===== config.mk =====
export PLATFORM = sky130hd
export DESIGN_NAME = veririsc_controller
export DESIGN_NICKNAME = d
export VERILOG_FILES = /design/src/rtl/veririsc_controller.sv
export SDC_FILE = /design/constraint.sdc
export NUM_CORES = 1
export LEC_CHECK = 0
export ABC_AREA = 1
export CAP_MARGIN = 20
export CORE_MARGIN = 5
export CORE_UTILIZATION = 30
export DETAILED_ROUTE_END_ITERATION = 7
export HOLD_SLACK_MARGIN = 0.08
export SYNTH_ARGS = -nofsm -noshare
export SYNTH_HDL_FRONTEND = slang
export SYNTH_SLANG_ARGS = --single-unit

===== constraint.sdc =====
create_clock -name clk -period 2.4 [get_ports clk]
set_input_delay 0.48 -clock clk [delete_from_list [all_inputs] [get_ports clk]]
set_output_delay 0.48 -clock clk [all_outputs]
set_load 0.01 [all_outputs]

===== src/rtl/veririsc_controller.sv =====
// veririsc_controller: 8-phase instruction sequencer for the VeriRISC datapath.
// Decodes the IR opcode against the current phase into the datapath strobes.
// The halt latch freezes the phase counter until reset.
// Ports:
//   clk, rst_n       - clock, async active-low reset
//   en               - phase advance enable (0 freezes phase, halted and outputs)
//   opcode[2:0]      - IR opcode (0 HLT,1 SKZ,2 ADD,3 AND,4 XOR,5 LDA,6 STO,7 JMP)
//   zero             - ALU accumulator-zero flag
//   sel              - memory address source (1 = PC, 0 = IR operand)
//   rd, wr           - memory read/write strobes
//   ld_ir, ld_ac     - instruction register / accumulator loads
//   ld_pc, inc_pc    - PC load (jump) / PC increment
//   data_e           - drive AC onto data bus
//   halt             - halt indication (sticky)
//   phase[2:0]       - current phase
module veririsc_controller (
  input  logic       clk,
  input  logic       rst_n,
  input  logic       en,
  input  logic [2:0] opcode,
  input  logic       zero,
  output logic       sel,
  output logic       rd,
  output logic       ld_ir,
  output logic       inc_pc,
  output logic       halt,
  output logic       ld_pc,
  output logic       data_e,
  output logic       ld_ac,
  output logic       wr,
  output logic [2:0] phase
);

  localparam int unsigned OPW = 3;
  localparam int unsigned PHW = 3;

  localparam logic [OPW-1:0] OP_HLT = OPW'(0);
  localparam logic [OPW-1:0] OP_SKZ = OPW'(1);
  localparam logic [OPW-1:0] OP_ADD = OPW'(2);
  localparam logic [OPW-1:0] OP_AND = OPW'(3);
  localparam logic [OPW-1:0] OP_XOR = OPW'(4);
  localparam logic [OPW-1:0] OP_LDA = OPW'(5);
  localparam logic [OPW-1:0] OP_STO = OPW'(6);
  localparam logic [OPW-1:0] OP_JMP = OPW'(7);

  typedef enum logic [PHW-1:0] {
    PH_INST_ADDR  = 3'd0,
    PH_INST_FETCH = 3'd1,
    PH_INST_LOAD  = 3'd2,
    PH_IDLE       = 3'd3,
    PH_OP_ADDR    = 3'd4,
    PH_OP_FETCH   = 3'd5,
    PH_ALU_OP     = 3'd6,
    PH_STORE      = 3'd7
  } phase_e;

  phase_e r_phase;
  phase_e w_phase_nxt;
  logic   r_halted;
  logic   w_halted_nxt;

  logic   w_aluop;
  logic   w_is_hlt;
  logic   w_is_skz;
  logic   w_is_sto;
  logic   w_is_jmp;

  // Opcode class terms
  assign w_aluop  = (opcode == OP_ADD) || (opcode == OP_AND) ||
                    (opcode == OP_XOR) || (opcode == OP_LDA);
  assign w_is_hlt = (opcode == OP_HLT);
  assign w_is_skz = (opcode == OP_SKZ);
  assign w_is_sto = (opcode == OP_STO);
  assign w_is_jmp = (opcode == OP_JMP);

  assign phase = r_phase;

  // State register: phase counter and halt latch
  always_ff @(posedge clk or negedge rst_n) begin
    if (!rst_n) begin
      r_phase  <= PH_INST_ADDR;
      r_halted <= 1'b0;
    end else begin
      r_phase  <= w_phase_nxt;
      r_halted <= w_halted_nxt;
    end
  end

  // Next-state and strobe decode
  always_comb begin
    w_phase_nxt  = r_phase;
    w_halted_nxt = r_halted;
    sel          = 1'b0;
    rd           = 1'b0;
    ld_ir        = 1'b0;
    inc_pc       = 1'b0;
    halt         = 1'b0;
    ld_pc        = 1'b0;
    data_e       = 1'b0;
    ld_ac        = 1'b0;
    wr           = 1'b0;

    // HLT in OP_ADDR still advances to OP_FETCH on the same edge it latches
    if (en && !r_halted) begin
      w_phase_nxt = phase_e'(PHW'(r_phase) + PHW'(1));
      if (r_phase == PH_OP_ADDR && w_is_hlt) begin
        w_halted_nxt = 1'b1;
      end
    end

    case (r_phase)
      PH_INST_ADDR: begin
        sel = 1'b1;
      end
      PH_INST_FETCH: begin
        sel = 1'b1;
        rd  = 1'b1;
      end
      PH_INST_LOAD, PH_IDLE: begin
        sel   = 1'b1;
        rd    = 1'b1;
        ld_ir = 1'b1;
      end
      PH_OP_ADDR: begin
        inc_pc = 1'b1;
        halt   = w_is_hlt;
      end
      PH_OP_FETCH: begin
        rd = w_aluop;
      end
      PH_ALU_OP: begin
        rd     = w_aluop;
        inc_pc = w_is_skz && zero;
        ld_pc  = w_is_jmp;
        data_e = w_is_sto;
      end
      PH_STORE: begin
        rd     = w_aluop;
        ld_ac  = w_aluop;
        ld_pc  = w_is_jmp;
        inc_pc = w_is_jmp;
        wr     = w_is_sto;
        data_e = w_is_sto;
      end
      default: begin
        sel = 1'b0;
      end
    endcase

    // Once halted only sel (from the frozen phase) survives; halt is forced high
    if (r_halted) begin
      rd     = 1'b0;
      ld_ir  = 1'b0;
      inc_pc = 1'b0;
      ld_pc  = 1'b0;
      data_e = 1'b0;
      ld_ac  = 1'b0;
      wr     = 1'b0;
      halt   = 1'b1;
    end
  end

endmodule


==> results of run 1 <==
## worst paths after layout
kind                       cells after the start  endpoint
max                                            6     ld_ac
min                                            1  phase[0]
max reg2reg                                    3  phase[2]
min reg2reg                                    2  r_halted
max in group asynchronous                      1  phase[1]
min in group clk                               2  r_halted
## synth_stat cells
master / n / area [um^2]
a21oi_1: 2 / 10.0
buf_6: 1 / 11.3
dfrtp_1: 4 / 100
ha_1: 6 / 75.1
inv_1: 10 / 37.5
inv_2: 1 / 3.75
nand2_1: 11 / 41.3
nand2_4: 2 / 22.5
nand3_1: 6 / 30.0
nor2_1: 10 / 37.5
nor2_2: 1 / 6.26
nor3_1: 1 / 5.00
nor3_2: 1 / 10.0
o21ai_0: 1 / 5.00
o21ai_1: 1 / 5.00
xor2_1: 1 / 8.76
## flip-flops by register name, indices dropped and copies added (netlist names)
name / flops
r_halted: 1
phase: 3
## per-layer routing
| metal | share of wire, % | vias to the layer above | global-route usage, % | wire [um] |
|---|---|---|---|---|
| li1 | - | 220 | - | - |
| met1 | 43 | 174 | 11.7 | 390 |
| met2 | 51 | 10 | 13.3 | 466 |
| met3 | 5.4 | 2 | 2.30 | 49 |
| met4 | 0.66 | 0 | 8.29 | 6 |
| met5 | 0 | - | 0 | 0 |
## where the power goes
group | internal (uW) | switching, uW | total (uW)
clock network | 55.9 | 27.2 | 83.0
registers | 67.8 | 0 | 67.8
logic | 10.5 | 8.99 | 19.5
## cell families after synthesis
| group | synth area share [%] |
|---|---|
| AND/OR/NAND/NOR | 37.3 |
| buffers and inverters | 12.8 |
| adder cells (fa/ha/maj) | 18.3 |
| AO/OA/AOI/OAI | 4.89 |
| flip-flops | 24.5 |
| XOR/XNOR | 2.14 |
## worst max-delay path, stage by stage
cell,delay (ns)
clkdlybuf4s50_1,0.54
inv_1,0.06
nand2_1,0.08
nand2_1,0.06
nor2_1,0.09
clkdlybuf4s50_1,0.54
## cell type report
cell class | count | area (um^2) | share of cell area (%)
timing repair buffer | 18 | 184 | 29.3
clock buffer | 3 | 22.5 | 3.59
sequential | 4 | 101 | 16.2
multi-input combinational | 43 | 259 | 41.3
tap | 15 | 18.8 | 2.99
inverter | 11 | 41.3 | 6.59
## stage by stage
step           hold WS [ns]  instances  area [um^2]
2_1_floorplan         0.184         59          409
3_3_place_gp          0.606         91          597
3_5_place_dp          0.608         91          597
4_1_cts               0.440         94          618
5_1_grt               0.452         94          627
6_report              0.445         94          627
## repair_timing
| action | CTS | global route |
|---|---|---|
| setup endpoints to repair | 1 | 3 |
| pin swaps | 0 | 0 |
| gates cloned | 0 | 0 |
| gates resized for setup | 1 | 5 |
| setup buffers | 0 | 0 |
| hold endpoints to repair | 0 | 0 |
==> flow_summary.json, run 1 <==
{
  "cts_tree": "done",
  "utilization_pct": 48.2,
  "flip_flop_and_latch_count_after_synthesis": 4,
  "area_delta_synth_final_pct": 53.2,
  "crit_arrival_ns": 1.84,
  "die_h_um": 46.9,
  "number_of_cts_inserted_buffers": 3,
  "gr-usage-all-layers_pct": 9.41,
  "drtIter0Drc": 4,
  "outcome": "finished, final reports clean",
  "core_um2": 1300,
  "timing.final.hold_violations": 0,
  "p_leak_uw": 0.000334,
  "nets_in_the_synthesized_netlist": 72,
  "timing.setup.critical_path_class": "in2out",
  "maxCapViolations": 0,
  "tritoncts_num_sinks": 4,
  "reg2reg_from": "phase[1]",
  "final.period_utilization_pct": 96.9,
  "synth_cell_type_count": 16,
  "totalWireLength_um": 912,
  "final-setup-viol-count": 0,
  "syn_area_per_cell_um2": 6.93,
  "setup_ws_ns": 0.0750,
  "fin_total_pwr_uw": 170,
  "highest_count_cells_in_the_layout_ignoring_fill_and_taps": "clkdlybuf4s50_1 (15), nand2_1 (11), inv_1 (9), nor2_1 (9)",
  "layout.cells.most_common": "clkdlybuf4s50_1",
  "worstSkewPairLatency_ns": 0.24,
  "finish.net_count": 94,
  "drtAntennaViolNets": 0,
  "synth_area_um2": 409,
  "routed_wire_length_per_instance_um": 9.70,
  "grt_pass1_vias": 384,
  "cts.clk_slew.worst_paths_ns": 0.04,
  "tns_ns": 0,
  "route.detailed.drc": 0,
  "clk_path_buf_depth": 2,
  "ir_worst_vdd_v": 0.000216,
  "grt_antenna_before_repair": 0,
  "maximum_number_of_pins_on_one_net_before_global_route_repair": 11,
  "worst_reg2reg_setup_slack_ns": 1.20,
  "gp_congestion": 0.718,
  "post-dp-hpwl_um": 751,
  "die_area_um2": 2200,
  "post_drt_via_cell_ratio": 4.32,
  "floorplan.die.width_um": 46.9,
  "fillers": 143,
  "critical_path_peak_fanout": 4,
  "relSlewSlack_pct": 77.9,
  "number_of_rows_in_the_core_area": 13,
  "pin_count": 19,
  "p_per_area_nw_per_um2": 272,
  "final_max_slew_viol_count": 0,
  "cts.htree.levels": 1,
  "num_antenna_cells": 0,
  "holdBufCountCts": 0,
  "achievable-frequency_mhz": 430,
  "initial_core_utilization_pct": 31.4,
  "dpl_worst_slack_ns": -0.00567,
  "grt_setup_unrepaired": "yes",
  "endpoint_kind": "primary output",
  "final.min_clock_period_ns": 2.32,
  "io_buffer_count": 18,
  "global_route_wire_length_before_repair_um": 1440,
  "crit_required_ns": 1.92,
  "grt_remaining_overflow": 0,
  "ctsRootBufferMaster": "clkbuf_4",
  "kind_of_start_point_of_the_critical_path": "input port",
  "worstMarginPinSlew_ns": 0.332,
  "netlist_instances": 59,
  "seq_area_frac_synth_pct": 24.5,
  "finClkSkew_ns": 0.00676,
  "vias": 406,
  "detail_route.first_pass.iterations": 4,
  "ratio_of_cells_with_drive_above_1_in_the_final_layout_pct": 13.9,
  "yosys_warnings": 0,
  "crit_start": "opcode[2]",
  "worstHoldPathType": "in2async"
}
Power figures use the tool's default switching activity.
==> inputs of run 2 (changes only) <==
Settings changed: CTS_BUF_LIST from default to sky130_fd_sc_hd__clkbuf_16.
==> run 2 against run 1 <==
  * Final area increased by 8.8%
  * Final cell count unchanged
  * Count of clock-buffer cells in the layout unchanged
  * Clock power increased to 3.1 times the previous value
  * Non-clock buffer count unchanged
  * Flip-flop and latch count unchanged
  * Critical endpoint unchanged
  * Utilization increased by 4.2 points
  * Fmax about the same
==> flow_summary.json, run 2 (synthesized netlist as in run 1, its figures left out) <==
{
  "post-dp-hpwl_um": 751,
  "cts_tree": "done",
  "critical_path.cell_chain": "clkdlybuf4s50_1 > inv_1 > nand2_1 > nand2_1 > nor2_1 > clkdlybuf4s50_1",
  "cts.clk_slew.worst_paths_ns": 0.03,
  "critical_path_peak_fanout": 4,
  "ir_worst_vdd_v": 0.000448,
  "ff2ff_path_depth": 3,
  "achievable-frequency_mhz": 430,
  "timing.final.hold_violations": 0,
  "tritoncts_num_sinks": 4,
  "holdBufCountCts": 0,
  "core_um2": 1300,
  "maximum_number_of_pins_on_one_net_before_global_route_repair": 11,
  "worstMarginPinSlew_ns": 0.328,
  "number_of_cts_inserted_buffers": 3,
  "vias": 403,
  "grt_antenna_before_repair": 0,
  "maxCapViolations": 0,
  "area_delta_synth_final_pct": 66.7,
  "grt_pass1_vias": 388,
  "worstSkewPairLatency_ns": 0.22,
  "route.detailed.drc": 0,
  "routed_wire_length_per_instance_um": 10.1,
  "utilization_pct": 52.4,
  "pin_count": 19,
  "number_of_rows_in_the_core_area": 13,
  "worstHoldPathType": "in2async",
  "cts.htree.levels": 1,
  "cpPeakStageDelay_ns": 0.54,
  "relSlewSlack_pct": 78.1,
  "finish.net_count": 94,
  "gp_congestion": 0.718,
  "io_buffer_count": 18,
  "totalWireLength_um": 952,
  "floorplan.die.width_um": 46.9,
  "outcome": "finished, final reports clean",
  "crit_required_ns": 1.92,
  "kind_of_start_point_of_the_critical_path": "input port",
  "initial_core_utilization_pct": 31.4,
  "reg2reg_from": "phase[1]",
  "crit_arrival_ns": 1.84,
  "clk_path_buf_depth": 2,
  "timing.setup.critical_path_class": "in2out",
  "p_leak_uw": 0.000356,
  "die_h_um": 46.9,
  "finClkSkew_ns": 0.00246,
  "layoutNonFillerInstCount": 94,
  "final-setup-viol-count": 0,
  "final_max_slew_viol_count": 0,
  "gr-usage-all-layers_pct": 9.47,
  "final.period_utilization_pct": 96.9,
  "layout.cells.most_common": "clkdlybuf4s50_1",
  "fillers": 137,
  "final.min_clock_period_ns": 2.32,
  "grt_setup_unrepaired": "yes",
  "crit_start": "opcode[2]",
  "drtIter0Drc": 3,
  "p_per_area_nw_per_um2": 507,
  "critPathCapture": "ld_ac",
  "num_antenna_cells": 0,
  "largest_reg_flops": 3,
  "worst_path_cell_with_the_longest_stage_delay": "clkdlybuf4s50_1",
  "die_area_um2": 2200,
  "ctsRootBufferMaster": "clkbuf_16",
  "grt_remaining_overflow": 0,
  "endpoint_kind": "primary output",
  "place_inst": 91,
  "tns_ns": 0,
  "global_route_wire_length_before_repair_um": 1490,
  "detail_route.first_pass.iterations": 4,
  "post_drt_via_cell_ratio": 4.29,
  "drtAntennaViolNets": 0,
  "r2r-end": "phase[2]",
  "worst_reg2reg_setup_slack_ns": 1.21,
  "highest_count_cells_in_the_layout_ignoring_fill_and_taps": "clkdlybuf4s50_1 (14), nand2_1 (11), inv_1 (9), nor2_1 (9)",
  "ratio_of_cells_with_drive_above_1_in_the_final_layout_pct": 13.9
}
## run 2: changes by cell type in the layout (fill, tap and decap cells not counted), sizes merged
cell / previous run / this run
clkdlybuf4s50: 15 / 14
dlymetal6s2s: 2 / 3
## run 2: routing by layer
layer,vias up,wire [um],global-route usage [%]
li1,219,-,-
met1,174,416,12.4
met2,10,482,14.4
met3,0,53,2.30
met4,0,0,4.97
met5,-,0,0
## run 2: worst min path at each step
| stage | cells past startpoint | startpoint | slack [ns] | to |
|---|---|---|---|---|
| 6_report | 1 | rst_n | 0.47 | phase[0] |
| 5_1_grt | 1 | rst_n | 0.50 | phase[0] |
| 4_1_cts | 1 | rst_n | 0.47 | phase[0] |
| 3_5_place_dp | 2 | r_halted | 0.61 | r_halted |
| 3_3_place_gp | 2 | r_halted | 0.61 | r_halted |
| 2_1_floorplan | 0 | rst_n | 0.18 | phase[0] |
## run 2: metrics by stage
| stage | hold slack [ns] | setup slack (ns) | power [uW] | cell area [um^2] |
|---|---|---|---|---|
| after detailed placement | 0.608 | -0.00567 | 87.7 | 597 |
| after CTS | 0.475 | 0.0153 | 349 | 671 |
| after global routing | 0.497 | -0.0113 | 356 | 682 |
| after global placement | 0.606 | 0.0167 | 87.5 | 597 |
| final | 0.466 | 0.0751 | 346 | 682 |
| after floorplan | 0.184 | 0.798 | 74.0 | 409 |
## run 2: critical path: cells and delay by family
kind | cells | cell delay (ns)
simple gates | 3 | 0.23
buf+inv | 3 | 1.14
## run 2: area by class of cell
| type | instances | area, um^2 | share of cell area, % |
|---|---|---|---|
| tap | 15 | 18.8 | 2.75 |
| clock buffer | 3 | 75.1 | 11.0 |
| timing repair buffer | 18 | 186 | 27.3 |
| sequential | 4 | 101 | 14.9 |
| inverter | 11 | 41.3 | 6.06 |
| multi-input combinational | 43 | 259 | 38.0 |
## run 2: what timing repair did
action | 4_1_cts | 5_1_grt
resized for setup | 1 | 6
buffers inserted | 0 | 0
hold endpoints to repair | 0 | 0
cloned | 0 | 0
pin swaps | 0 | 0
endpoints found under the setup margin | 1 | 3
## run 2: power breakdown
group / switching [uW] / internal [uW]
combinational: 9.08 / 10.5
sequential: 0 / 67.9
clock: 45.7 / 213
total: 54.8 / 291
